File: src/rtl/reg_wr_port_arbiter_pkg.sv
// Shared definitions for the register-file write path.
// Holds the default widths, the r0 address and the arbiter state encoding.
package reg_wr_port_arbiter_pkg;

   localparam int DATA_WIDTH_DEF     = 32;
   localparam int REG_ADDR_WIDTH_DEF = 5;
   localparam int REG_ZERO           = 0;

   typedef enum logic {
      ARB   = 1'b0,
      FORCE = 1'b1
   } arb_state_t;

endpackage

File: src/rtl/reg_wr_fifo.sv
// Small synchronous FIFO that buffers multi-cycle results until they win the write port.
// The count is one bit wider than the pointers so that full and empty are distinct.
module reg_wr_fifo #(
   parameter int DEPTH = 2,
   parameter int WIDTH = 37
) (
   input  logic             clk,
   input  logic             rst,
   input  logic             push,
   input  logic             pop,
   input  logic [WIDTH-1:0] wr_data,
   output logic [WIDTH-1:0] head,
   output logic             full,
   output logic             empty
);

   localparam int AW = $clog2(DEPTH);
   localparam logic [AW:0] FULL_CNT = (AW + 1)'(DEPTH);

   logic [WIDTH-1:0] mem [DEPTH];
   logic [AW-1:0]    wr_ptr;
   logic [AW-1:0]    rd_ptr;
   logic [AW:0]      count;
   logic             do_push;
   logic             do_pop;

   assign full    = (count == FULL_CNT);
   assign empty   = (count == '0);
   assign do_push = push && !full;
   assign do_pop  = pop && !empty;
   assign head    = mem[rd_ptr];

   always_ff @(posedge clk or posedge rst) begin
      if (rst) begin
         wr_ptr <= '0;
         rd_ptr <= '0;
         count  <= '0;
      end else begin
         if (do_push) wr_ptr <= wr_ptr + 1'b1;
         if (do_pop)  rd_ptr <= rd_ptr + 1'b1;
         case ({do_push, do_pop})
            2'b10:   count <= count + 1'b1;
            2'b01:   count <= count - 1'b1;
            default: count <= count;
         endcase
      end
   end

   // Storage carries no reset; validity is tracked entirely by count.
   always_ff @(posedge clk) begin
      if (do_push) mem[wr_ptr] <= wr_data;
   end

endmodule

File: src/rtl/reg_wr_port_arbiter.sv
// Shares the register-file write port between write-back (priority) and buffered
// multi-cycle results, forcing a one-cycle write-back stall when results starve.
module reg_wr_port_arbiter
   import reg_wr_port_arbiter_pkg::*;
#(
   parameter int DATA_WIDTH     = DATA_WIDTH_DEF,
   parameter int REG_ADDR_WIDTH = REG_ADDR_WIDTH_DEF,
   parameter int FIFO_DEPTH     = 2,
   parameter int MAX_WAIT       = 4
) (
   input  logic                      clk,
   input  logic                      rst,
   input  logic                      wb_reg_wr_en_in,
   input  logic [REG_ADDR_WIDTH-1:0] wb_reg_wr_addr_in,
   input  logic [DATA_WIDTH-1:0]     wb_reg_wr_data_in,
   output logic                      wb_stall_out,
   input  logic                      mc_valid_in,
   input  logic [REG_ADDR_WIDTH-1:0] mc_addr_in,
   input  logic [DATA_WIDTH-1:0]     mc_data_in,
   output logic                      mc_ready_out,
   output logic                      reg_wr_en_out,
   output logic [REG_ADDR_WIDTH-1:0] reg_wr_addr_out,
   output logic [DATA_WIDTH-1:0]     reg_wr_data_out
);

   localparam int ENTRY_W = REG_ADDR_WIDTH + DATA_WIDTH;
   localparam int CNT_W   = $clog2(MAX_WAIT + 1);
   localparam logic [CNT_W-1:0]          LAST_WAIT = CNT_W'(MAX_WAIT - 1);
   localparam logic [REG_ADDR_WIDTH-1:0] ZERO_ADDR = REG_ADDR_WIDTH'(REG_ZERO);

   arb_state_t          state;
   arb_state_t          state_next;
   logic [CNT_W-1:0]    wait_cnt;
   logic [CNT_W-1:0]    wait_cnt_next;

   logic                fifo_full;
   logic                fifo_empty;
   logic                fifo_push;
   logic                fifo_pop;
   logic [ENTRY_W-1:0]  fifo_head;
   logic [REG_ADDR_WIDTH-1:0] head_addr;
   logic [DATA_WIDTH-1:0]     head_data;

   logic                      wb_req;
   logic                      fifo_req;
   logic                      grant;
   logic [REG_ADDR_WIDTH-1:0] grant_addr;
   logic [DATA_WIDTH-1:0]     grant_data;

   assign wb_req    = wb_reg_wr_en_in && (wb_reg_wr_addr_in != ZERO_ADDR);
   assign fifo_req  = !fifo_empty;
   assign head_addr = fifo_head[ENTRY_W-1:DATA_WIDTH];
   assign head_data = fifo_head[DATA_WIDTH-1:0];

   // Ready depends only on registered FIFO state; an r0 result completes the
   // handshake but is never stored.
   assign mc_ready_out = !fifo_full;
   assign fifo_push    = mc_valid_in && mc_ready_out && (mc_addr_in != ZERO_ADDR);
   assign wb_stall_out = (state == FORCE);

   reg_wr_fifo #(
      .DEPTH (FIFO_DEPTH),
      .WIDTH (ENTRY_W)
   ) u_fifo (
      .clk     (clk),
      .rst     (rst),
      .push    (fifo_push),
      .pop     (fifo_pop),
      .wr_data ({mc_addr_in, mc_data_in}),
      .head    (fifo_head),
      .full    (fifo_full),
      .empty   (fifo_empty)
   );

   always_comb begin
      state_next    = state;
      wait_cnt_next = wait_cnt;
      grant         = 1'b0;
      grant_addr    = wb_reg_wr_addr_in;
      grant_data    = wb_reg_wr_data_in;
      fifo_pop      = 1'b0;
      case (state)
         ARB: begin
            if (wb_req) begin
               grant = 1'b1;
               if (fifo_req) begin
                  if (wait_cnt == LAST_WAIT) begin
                     state_next    = FORCE;
                     wait_cnt_next = '0;
                  end else begin
                     wait_cnt_next = wait_cnt + 1'b1;
                  end
               end else begin
                  wait_cnt_next = '0;
               end
            end else if (fifo_req) begin
               grant         = 1'b1;
               grant_addr    = head_addr;
               grant_data    = head_data;
               fifo_pop      = 1'b1;
               wait_cnt_next = '0;
            end else begin
               wait_cnt_next = '0;
            end
         end
         FORCE: begin
            // Write-back is stalled this cycle; its request is re-presented next cycle.
            grant         = fifo_req;
            grant_addr    = head_addr;
            grant_data    = head_data;
            fifo_pop      = fifo_req;
            wait_cnt_next = '0;
            state_next    = ARB;
         end
         default: begin
            state_next    = ARB;
            wait_cnt_next = '0;
         end
      endcase
   end

   always_ff @(posedge clk or posedge rst) begin
      if (rst) begin
         state           <= ARB;
         wait_cnt        <= '0;
         reg_wr_en_out   <= 1'b0;
         reg_wr_addr_out <= '0;
         reg_wr_data_out <= '0;
      end else begin
         state         <= state_next;
         wait_cnt      <= wait_cnt_next;
         reg_wr_en_out <= grant;
         if (grant) begin
            reg_wr_addr_out <= grant_addr;
            reg_wr_data_out <= grant_data;
         end
      end
   end

endmodule

File: config.mk
export PLATFORM = sky130hd
export DESIGN_NAME = reg_wr_port_arbiter
export DESIGN_NICKNAME = d
export VERILOG_FILES = /design/src/rtl/reg_wr_port_arbiter_pkg.sv /design/src/rtl/reg_wr_fifo.sv /design/src/rtl/reg_wr_port_arbiter.sv
export SDC_FILE = /design/constraint.sdc
export NUM_CORES = 1
export LEC_CHECK = 0
export BUFFER_PORTS_ARGS = -buffer_cell sky130_fd_sc_hd__buf_2
export CORE_MARGIN = 2
export CORE_UTILIZATION = 35
export CTS_BUF_LIST = sky130_fd_sc_hd__clkbuf_4
export CTS_CLUSTER_SIZE = 28
export DETAILED_ROUTE_END_ITERATION = 8
export PLACE_DENSITY_LB_ADDON = 0.25
export SLEW_MARGIN = 20
export SYNTH_ARGS = -nofsm -noshare
export SYNTH_HDL_FRONTEND = slang
export SYNTH_SLANG_ARGS = --single-unit
File: constraint.sdc
create_clock -name clk -period 3.7 [get_ports clk]
set_input_delay 0.74 -clock clk [delete_from_list [all_inputs] [get_ports clk]]
set_output_delay 0.74 -clock clk [all_outputs]
set_load 0.01 [all_outputs]
Yosys cells after proc, flatten, opt, wreduce, memory -nomap -nowiden
Memories as Yosys holds them, arrays and structs flattened.
Cells that the tools add are included.
{"block": "op_classes", "reduce_logical": 11, "mul": 0, "n_bitwise": 1, "n_mux": 22, "n_eq_ne": 4, "n_lt_le_gt_ge": 0, "n_div": 0, "shifts": 0, "n_addsub": 5}
{"cell": "32-bit two-way mux", "count": 2}
{"cell": "32-bit case mux with 2 select lines", "count": 1}
{"cell": "5-bit two-way mux", "count": 2}
{"cell": "5-bit case mux with 2 select lines", "count": 1}
{"cell": "5-bit nonzero test", "count": 2}
{"cell": "3-bit two-way mux", "count": 3}
{"cell": "1-bit two-way mux", "count": 8}
{"cell": "1-bit case mux with 2 select lines", "count": 3}
{"cell": "3-bit case mux with 2 select lines", "count": 1}
{"cell": "1-bit logical AND", "count": 5}
{"cell": "2-bit == test, second input constant", "count": 2}
{"cell": "2-bit case mux with 2 select lines", "count": 1}
{"cell": "3-bit by 1-bit adder with 3-bit output, second input constant", "count": 1}
{"cell": "3-bit by 2-bit == test with 1-bit output, second input constant", "count": 1}
{"cell": "1-bit adder, second input constant", "count": 2}
{"cell": "2-bit by 1-bit adder with 2-bit output, second input constant", "count": 1}
{"cell": "2-bit by 1-bit == test with 1-bit output, second input constant", "count": 1}
{"cell": "1-bit zero test", "count": 2}
{"cell": "2-bit zero test", "count": 1}
{"cell": "2-bit nonzero test", "count": 1}
{"cell": "2-bit by 1-bit subtractor with 2-bit output, second input constant", "count": 1}
{"cell": "1-bit NOT", "count": 1}
{"block": "word_totals", "elab_cells": 52, "ramBits": 74, "reg_bits": 46, "latch_bits": 0, "n_memories": 1, "rom_bits": 0}
{"name": "u_fifo.mem", "depth": 2, "width": 37, "rd": 1, "rd_ports_with_merged_regs": 0, "write_ports": 1, "line_no": "reg_wr_fifo.sv:20", "rtl": "logic [WIDTH-1:0] mem [DEPTH];"}

Logic depth before layout (Yosys ltp)
Gate-level depths: netlist of run 1.
{"block": "depth", "ltp_word": 7, "mapped_depth": 8}

Cells and area by module
A second synthesis of run 1 with hierarchy kept.
{"block": "hier_totals", "hier_cells": 284, "hier_area_um2": 5126.2}
{"module": "reg_wr_fifo", "instances": 1, "area_each_um2": 2952.8, "cells_per_inst": 134, "seq_area_each_um2": 2322.2}
{"module": "reg_wr_port_arbiter", "instances": 1, "area_each_um2": 2173.3, "cells_per_inst": 150, "seq_area_each_um2": 1051.0}

Least setup slack after synthesis of run 1
No wires, ideal clock.
{"block": "synth_timing", "path_type": "input to register", "from": "input mc_addr_in[0]", "to": "memory u_fifo.mem[0][0] (enable)", "required_ps": 3269, "setup_time_ps": 431, "path_buffers": 0, "slack_ps": 747, "arrival_ps": 2522, "cell_stages": 3, "cell_sequence": "or4_4 -> o211ai_4 -> nor2_1"}
{"block": "synth_via", "elab_chain_cells": 5}
{"element": "start: declaration", "line_no": "reg_wr_port_arbiter.sv:18", "rtl": "input logic [REG_ADDR_WIDTH-1:0] mc_addr_in,"}
{"element": "5-bit nonzero test", "line_no": "reg_wr_port_arbiter.sv:58", "rtl": "assign fifo_push = mc_valid_in && mc_ready_out && (mc_addr_in != ZERO_ADDR);"}
{"element": "1-bit logical AND", "line_no": "reg_wr_port_arbiter.sv:58"}
{"element": "1-bit logical AND", "line_no": "reg_wr_fifo.sv:29", "rtl": "assign do_push = push && !full;"}
{"element": "1-bit two-way mux", "line_no": "reg_wr_fifo.sv:51", "rtl": "if (do_push) mem[wr_ptr] <= wr_data;"}
{"element": "1-bit two-way mux (not written as such)", "line_no": "reg_wr_fifo.sv:51"}
{"element": "end: declaration", "line_no": "reg_wr_fifo.sv:20"}
No other way between the ends.

Final worst setup path of run 1
{"block": "layout_timing", "from": "register u_fifo.count[0]", "to": "output mc_ready_out"}
{"block": "layout_via", "elab_chain_cells": 2}
{"element": "start: declaration", "line_no": "reg_wr_fifo.sv:23", "rtl": "logic [AW:0] count;"}
{"element": "start signal: assignment", "line_no": "reg_wr_fifo.sv:42", "rtl": "2'b10: count <= count + 1'b1;"}
{"element": "start signal: assignment", "line_no": "reg_wr_fifo.sv:43", "rtl": "2'b01: count <= count - 1'b1;"}
{"element": "start signal: assignment", "line_no": "reg_wr_fifo.sv:44", "rtl": "default: count <= count;"}
{"element": "2-bit == test", "line_no": "reg_wr_fifo.sv:27", "rtl": "assign full = (count == FULL_CNT);"}
{"element": "1-bit zero test", "line_no": "reg_wr_port_arbiter.sv:57", "rtl": "assign mc_ready_out = !fifo_full;"}
{"element": "end: declaration", "line_no": "reg_wr_port_arbiter.sv:20", "rtl": "output logic mc_ready_out,"}
No other way between the ends.

==> results of run 1 <==
Yosys cell counts, drive strengths merged (2+ instances only):
master,n
xor2,2
mux2i,37
o21ai,38
nor2,45
nand2b,4
edfxtp,74
buf,14
xnor2,3
a21oi,38
inv,2
clkbuf,6
nand2,38
ha,2
dfrtp,46
nor3b,2
cells by family after synthesis:
family,count (synthesis),share of synthesized area (%)
flip-flops,120,71.6
AND/OR/NAND/NOR,91,8.07
AO/OA/AOI/OAI,77,8.60
multiplexers,37,7.86
buffers and inverters,22,2.42
XOR/XNOR,5,0.930
adder cells (fa/ha/maj),2,0.531
worst max-delay path, stage by stage, from the launching register on:
cell      delay (ps)
dfrtp_1          480
nand2b_1         240
buf_2            170
placed cells by master (no fill, tap or decap), drive strengths merged, types with 3 or more instances in the layout:
| master | n |
|---|---|
| nor2 | 45 |
| clkinv | 6 |
| nand2b | 4 |
| edfxtp | 74 |
| nand2 | 38 |
| mux2i | 37 |
| clkbuf | 21 |
| dfrtp | 46 |
| buf | 124 |
| xnor2 | 3 |
| o21ai | 38 |
| bufinv | 4 |
| a21oi | 38 |
power groups by stage:
stage               clock network, mW  logic (mW)  registers (mW)
floorplan                           0       0.856            2.05
global placement                    0        1.22            2.09
detailed placement                  0        1.31            2.05
CTS                              1.05        1.31            2.02
global route                     1.11        1.45            2.06
finish                           1.01        1.28            2.01
path summary, 6_finish.rpt:
check	slack, ps	depth (start not counted)	end	start
max reg2reg	1660	4	u_fifo.mem[1][14]$_DFFE_PP_	u_fifo.count[0]$_DFFE_PP0P_
min reg2reg	460	1	wait_cnt[0]$_DFF_PP0_	wait_cnt[0]$_DFF_PP0_
max in group asynchronous	2670	3	reg_wr_data_out[11]$_DFFE_PP0P_	rst
min in group clk	380	1	u_fifo.mem[1][10]$_DFFE_PP_	mc_data_in[10]
max	1540	2	mc_ready_out	u_fifo.count[0]$_DFFE_PP0P_
min	290	2	reg_wr_data_out[10]$_DFFE_PP0P_	rst
flip-flops by register name, indices dropped and copies added (netlist names), 2 cells and up:
| name | cells |
|---|---|
| u_fifo.mem | 74 |
| wait_cnt | 3 |
| reg_wr_data_out | 32 |
| reg_wr_addr_out | 5 |
| u_fifo.count | 2 |
metrics by stage:
stage          utilization [%]  hold WS (ps)  setup WS (ps)  instance area, um2  total power [mW]
3_3_place_gp              41.6           444           1260                5490              3.31
3_5_place_dp              41.8           450           1230                5510              3.36
6_report                  44.1           286           1540                5820              4.31
2_1_floorplan                -           430            747                4710              2.91
5_1_grt                   44.1           309           1430                5820              4.62
4_1_cts                   44.1           292           1480                5820              4.38
area by class of cell:
cell class / count / area (um2) / area share (%)
Clock buffer: 21 / 158 / 2.71
Sequential cell: 120 / 3370 / 58.0
Tap cell: 176 / 220 / 3.78
Clock inverter: 11 / 154 / 2.64
Multi-Input combinational cell: 212 / 1260 / 21.6
Inverter: 2 / 7.51 / 0.129
Timing Repair Buffer: 124 / 651 / 11.2
per-layer routing:
metal  routed length (um)  vias to the layer above  GRT usage (%)
met5                    0                        -              0
met4                  154                        0           6.18
met3                  571                       13           5.18
met2                 4470                       91           21.4
met1                 4320                     1426           18.3
li1                     -                     1510              -
==> flow_summary.toml, run 1 <==
[outcome]
status = "finished clean"

[clock_network]
cts_buffers = 17
cts_max_path_buffers = 2
cts_tree = "yes"
postCtsHoldBufs = 0
cts_max_level = 4
cts_root_buffer = "clkbuf_4"
cts_resized = 0
post_cts_buffers = 0
clock_sinks = 120
cts.clk_slew.worst_paths_ps = 100
insertion_delay_ps = 530

[grt]
track_usage_pct = 14.2
grt_pass1_wl_mm = 15.3
grt_max_degree = 76
grt_pass1_vias = 3038
antenna_found_initial = 0
overflow = 0

[placement]
gp_congestion = 0.730
dp_hpwl_mm = 6.53
portBuffers = 117
dpl.cell_count = 634

[final_layout]
fin_cells = 666
nFillCells = 1246
nets = 557
drive_above_1_share_pct = 33.5
n_antenna_cell = 0
area_delta_synth_final_pct = 23.5

[floorplanning]
die_area_um2 = 14400
ios = 118
start_util_pct = 35.7
die_h_um = 120
fp.coreArea_um2 = 13200
rows = 42
die_x_um = 120

[timing]
worst_pin_slew_ps = 751
setup_viol = 0
max_freq_mhz = 463
finalHoldViolations = 0
clock_skew_ps = 15.2
fin_crit_ps = 2160
slew_headroom_pct = 49.9
finalCritPeriodShare_pct = 58.4
rsz0062_at_grt = "no"
final-max-slew-violation-count = 0
tns_ps = 0

[power]
p_seq_share_pct = 46.7
p_leak_nw = 2.50
sw_frac_of_total_pct = 32.7
power.switching_mw = 1.41
clkPwrFrac_pct = 23.5
max-vdd-ir-drop_mv = 0.308
power.internal_mw = 2.90
p_comb_share_pct = 29.8
p_per_area_nw_per_um2 = 740

[synth]
synthArstFlopShare_pct = 38.3
synth_nets = 434
ys_types = 23
ys.flop_type = "edfxtp_1"
syn_area_um2 = 4710
yosys_register_bits = 120
synth.area.top_cells = "edfxtp_1, dfrtp_1, mux2i_1"
synth_top_cell_area_share_pct = 47.2
synth_top_area_cell = "edfxtp_1"
netlist_instances = 354
synth-edff-count = 74
yosysSeqAreaShare_pct = 71.6
yosysWarnings = 0
avgSynthCellArea_um2 = 13.3

[worst_setup_path]
startpoint_type = "register"
path_class = "reg2out"
worstSetupEndpointType = "output pin"
crit_arrival_ps = 1420
critical_path.max_fanout = 5
worstPathRequired_ps = 2960

[drt]
wire_per_inst_um = 14.3
vias_per_cell = 4.56
drt_pass1_iterations = 5
ant_nets = 0
vias = 3040
drt_iter0_markers = 128
finalWirelength_mm = 9.51
drc_errors = 0

[run]
cap_violations = 0

[min_path]
hold_class = "in2async"
(Power assumes the default switching activity.)
==> inputs of run 2 (changes only) <==
Clock period 3.7 ns to 1.8 ns, I/O delays scaled along.
==> run 2 against run 1 <==
Hold slack got worse by 220 ps. Via count grew 8.2%. First-iteration DRC count is 2.3% lower. Total power up 100%. Largest cell class unchanged. Utilization is 4.6 points higher. Sequential power up 100%.
==> flow_summary.toml, run 2 (same netlist as run 1, synthesis figures left out) <==
[worst_setup_path]
startpoint_type = "register"
crit_arrival_ps = 1950
startpoint = "u_fifo.count[1]$_DFFE_PP0P_"
cpMaxStageDelayCell = "nor2_4"
worstPathRequired_ps = 2020
crit_path_cell_trace = "nand2b_1 > o211ai_4 > nor2_4 > buf_16"
r2r_start = "u_fifo.count[1]$_DFFE_PP0P_"
worstSetupEndpointType = "register"
critical_path.max_fanout = 20
slowest_delay_ps = 530
path_class = "reg2reg"

[drt]
vias_per_cell = 4.50
drt_iter0_markers = 125
finalWirelength_mm = 10.3
wire_per_inst_um = 14.1
drc_errors = 0
drt_pass1_iterations = 4
vias = 3290
ant_nets = 0

[clock_network]
post_cts_buffers = 0
cts_root_buffer = "clkbuf_4"
insertion_delay_ps = 510
cts_buffers = 17
cts_max_path_buffers = 2
cts_max_level = 4
cts_tree = "yes"
cts.clk_slew.worst_paths_ps = 90
clock_sinks = 120

[timing]
slew_headroom_pct = 55.5
finalHoldViolations = 0
tns_ps = 0
fin_crit_ps = 1730
clock_skew_ps = 18.3
finalCritPeriodShare_pct = 96.3
setup_viol = 0
worst_pin_slew_ps = 666
max_freq_mhz = 577
rsz0062_at_grt = "yes"
final-max-slew-violation-count = 0

[grt]
antenna_found_initial = 1
track_usage_pct = 15.0
grt_max_degree = 77
overflow = 0
grt_pass1_wl_mm = 16.3
grt_pass1_vias = 3384

[floorplanning]
rows = 42
start_util_pct = 35.7
die_area_um2 = 14400
ios = 118
fp.coreArea_um2 = 13200
die_h_um = 120
die_x_um = 120

[outcome]
status = "finished clean"

[final_layout]
drive_above_1_share_pct = 31.0
nets = 621
final_area_um2 = 6430
layout_common_cells = "buf_2, edfxtp_1, dlygate4sd3_1, dfrtp_1, nor2_1"
area_delta_synth_final_pct = 36.5
largest_register_ffs = 74
postLayoutCoreUtil_pct = 48.8
top_register = "u_fifo.mem"
final_common_cell = "buf_2"
reg_top3 = "u_fifo.mem x74, reg_wr_data_out x32, reg_wr_addr_out x5"

[run]
cap_violations = 0

[power]
p_per_area_nw_per_um2 = 1350
p_leak_nw = 2.75
max-vdd-ir-drop_mv = 0.663

[placement]
dp_hpwl_mm = 6.72
gp_congestion = 0.751
portBuffers = 117
postPlaceCellArea_um2 = 5640

[min_path]
min-delay-start = "wb_reg_wr_data_in[6]"
hold_class = "in2reg"
==> run 2: repair_timing <==
| action | 4_1_cts | 5_1_grt |
|---|---|---|
| hold endpoints to repair | 102 | 0 |
| resized for setup | 0 | 1 |
| endpoints found under the setup margin | 0 | 60 |
| hold buffers | 55 | 0 |
==> run 2: final timing paths <==
check	to	cells past startpoint	slack, ps
worst max-delay path	u_fifo.mem[0][15]$_DFFE_PP_	4	70
worst min-delay path	reg_wr_data_out[6]$_DFFE_PP0P_	3	70
worst max register to register	u_fifo.mem[0][15]$_DFFE_PP_	4	70
worst min register to register	wait_cnt[0]$_DFF_PP0_	1	480
max in group asynchronous	reg_wr_data_out[12]$_DFFE_PP0P_	4	830
min in group asynchronous	reg_wr_data_out[10]$_DFFE_PP0P_	3	410
==> run 2: metrics by stage <==
| stage | power, mW | setup WS [ps] | instances | hold slack [ps] |
|---|---|---|---|---|
| 3_5_place_dp | 7.12 | -286 | 643 | 414 |
| 2_1_floorplan | 5.97 | -390 | 354 | 430 |
| 5_1_grt | 9.34 | -40.5 | 731 | 19.6 |
| 4_1_cts | 8.86 | 18.0 | 730 | 0.0613 |
| 3_3_place_gp | 6.95 | -248 | 641 | 407 |
| 6_report | 8.71 | 66.9 | 731 | 70.1 |
==> run 2: where the power goes <==
part	total, mW	switching, mW	internal (mW)
clock	1.63	0.930	0.699
sequential	4.01	0.275	3.73
combinational	3.08	1.76	1.31
total	8.71	2.97	5.74
==> run 2: routing by layer <==
metal  share of wire, %  track usage, %
met5                  0               0
met4                1.3            5.88
met3                4.7            4.99
met2                 51            25.5
met1                 43            17.6
==> run 2: cell type report <==
class                   count  area [um2]
diodes                      1        2.50
fillers                  1207        6760
inverters                   2        7.51
multi-input cells         212        1260
flip-flops and latches    120        3370
well taps                 176         220
clock inverters            12        85.1
clock buffers              20         150
repair buffers            188        1340
==> run 2: critical path, delay by kind of cell (launching register included) <==
family,cells,cell delay [ps]
AND/OR/NAND/NOR,2,660
buffers and inverters,1,240
AO/OA/AOI/OAI,1,130
flip-flops,1,390
==> inputs of run 3 (changes only) <==
Settings changed: CELL_PAD_IN_SITES_DETAIL_PLACEMENT set to 0, CELL_PAD_IN_SITES_GLOBAL_PLACEMENT set to 1.
==> run 3 against run 2 <==
Utilization decreased by 0.22 points. Cell area shrank 0.45%. Global-route usage decreased by 0.21 points. Wire length down 0.40%. Clock-buffer cell count grew 3. Sequential cell count is the same. Setup slack gained 69 ps. Final cell count increased by 0.14%. Via count grew 0.18%. Hold slack worse by 25 ps.
==> flow_summary.toml, run 3 (same netlist as run 1, synthesis figures left out) <==
[timing]
clock_skew_ps = 12.3
fin_crit_ps = 1660
worst_pin_slew_ps = 574
slew_headroom_pct = 61.7
setup_viol = 0
rsz0062_at_grt = "no"
finalCritPeriodShare_pct = 92.5
fin_ws_ps = 136
finalHoldViolations = 0
final-max-slew-violation-count = 0
tns_ps = 0
max_freq_mhz = 601
hold_ws_ps = 45.6

[drt]
drc_errors = 0
drt_iter0_markers = 158
drt-met1-wl_mm = 4.47
ant_nets = 0
drt_pass1_iterations = 4
wl_met2_mm = 5.19
top_layer = "met4"
vias = 3296
vias_per_cell = 4.50
wire_per_inst_um = 14.0
finalWirelength_mm = 10.3
dr_wl_met3_um = 461

[power]
sw_frac_of_total_pct = 34.0
power.internal_mw = 5.69
clkPwrFrac_pct = 17.5
power.total_mw = 8.61
p_seq_share_pct = 46.5
p_per_area_nw_per_um2 = 1340
p_leak_nw = 2.76
p_comb_share_pct = 36.0
power.switching_mw = 2.92
max-vdd-ir-drop_mv = 0.708

[floorplanning]
start_util_pct = 35.7
fp.coreArea_um2 = 13200
die_x_um = 120
rows = 42
ios = 118
die_h_um = 120
die_area_um2 = 14400

[worst_setup_path]
crit_arrival_ps = 2120
slowest_delay_ps = 520
worstSetupEndpointType = "register"
crit_path_cell_trace = "dlygate4sd3_1 > buf_2 > nor2_1 > a21oi_4 > nor2_1 > ha_1 > nor2_1 > xor2_1"
crit_top_cell = "nor2_1"
path_delay_family = "buffers and inverters"
cp_num_buf_inv = 2
worstPathRequired_ps = 2250
reg2reg_slack_ps = 140
cpMaxStageDelayCell = "dlygate4sd3_1"
path_class = "in2reg"
r2r_start = "u_fifo.count[1]$_DFFE_PP0P_"
regToRegEndpoint = "u_fifo.mem[0][16]$_DFFE_PP_"
rr_worst_depth = 4
critical_path.max_fanout = 2
startpoint_type = "primary input"

[clock_network]
cts_buffers = 17
cts_max_level = 4
cts_tree = "yes"
clock_sinks = 120
cts_root_buffer = "clkbuf_4"
cts.clk_slew.worst_paths_ps = 100
cts_max_path_buffers = 2
insertion_delay_ps = 520

[run]
cap_violations = 0

[placement]
gp_congestion = 0.729
dp_worst_setup_slack_ps = -235
portBuffers = 117
dp_hpwl_mm = 6.67
postPlaceCellArea_um2 = 5590
dpl.cell_count = 642

[final_layout]
largest_register_ffs = 74
final_common_cell = "buf_2"
fin_cells = 732
top_register = "u_fifo.mem"
layout_common_cells = "buf_2, edfxtp_1, dlygate4sd3_1, dfrtp_1, nor2_1"
reg_top3 = "u_fifo.mem x74, reg_wr_data_out x32, reg_wr_addr_out x5"
area_delta_synth_final_pct = 35.9
postLayoutCoreUtil_pct = 48.6
drive_above_1_share_pct = 31.4
nets = 622
final_area_um2 = 6400

[min_path]
min-delay-start = "wb_reg_wr_data_in[9]"
min_to = "reg_wr_data_out[9]$_DFFE_PP0P_"
holdPathStages = 3
hold_class = "in2reg"

[grt]
track_usage_pct = 14.8
grt_pass1_vias = 3404
grt_pass1_wl_mm = 16.2
overflow = 0
antenna_found_initial = 1
grt_max_degree = 77

[outcome]
status = "finished clean"
run 3: cell count changes in the layout (fill, tap and decap cells not counted), sizes merged:
cell,change
clkbuf,+3
dlygate4sd3,-4
bufinv,-1
buf,+5
clkinvlp,-2
run 3: power groups by stage:
stage	Sequential, mW	Clock (mW)	Combinational (mW)
floorplan	4.21	0	1.77
global placement	4.06	0	2.92
detailed placement	4.09	0	2.94
CTS	4.03	1.58	3.03
global route	4.08	1.70	3.47
finish	4.01	1.51	3.10
run 3: worst min-delay path, stage by stage:
cell	delay, ps
buf_2	80
nand2_1	40
o21ai_0	60
run 3: worst max-delay path by stage:
stage / slack (ps) / endpoint / startpoint / cells after the start
3_3_place_gp: -190 / u_fifo.mem[0][13]$_DFFE_PP_ / mc_addr_in[3] / 4
2_1_floorplan: -390 / u_fifo.mem[0][0]$_DFFE_PP_ / u_fifo.count[0]$_DFFE_PP0P_ / 3
4_1_cts: -210 / u_fifo.mem[0][6]$_DFFE_PP_ / u_fifo.count[1]$_DFFE_PP0P_ / 3
5_1_grt: 40 / u_fifo.mem[0][16]$_DFFE_PP_ / u_fifo.count[0]$_DFFE_PP0P_ / 4
3_5_place_dp: -230 / u_fifo.mem[0][16]$_DFFE_PP_ / mc_addr_in[0] / 4
6_report: 140 / u_fifo.count[1]$_DFFE_PP0P_ / wb_reg_wr_addr_in[3] / 8
run 3: per-layer routing:
metal  up-vias  GRT usage [%]
met5         -              0
met4         0           6.40
met3        13           4.66
met2        77           24.5
met1      1560           17.9
li1       1646              -
run 3: area by class of cell:
type / instances / area [um2]
Fill cell: 1231 / 6790
Sequential cell: 120 / 3370
Timing Repair Buffer: 189 / 1340
Multi-Input combinational cell: 212 / 1260
Tap cell: 176 / 220
Clock buffer: 23 / 173
Clock inverter: 9 / 36.3
Inverter: 2 / 7.51
Antenna cell: 1 / 2.50
run 3: repair_timing:
item,in CTS,in global routing
gates cloned,0,0
setup buffers,0,4
setup endpoints to repair,74,31
endpoints found under the hold margin,100,4
pin swaps,1,1
gates resized for setup,0,1
hold buffers,47,4
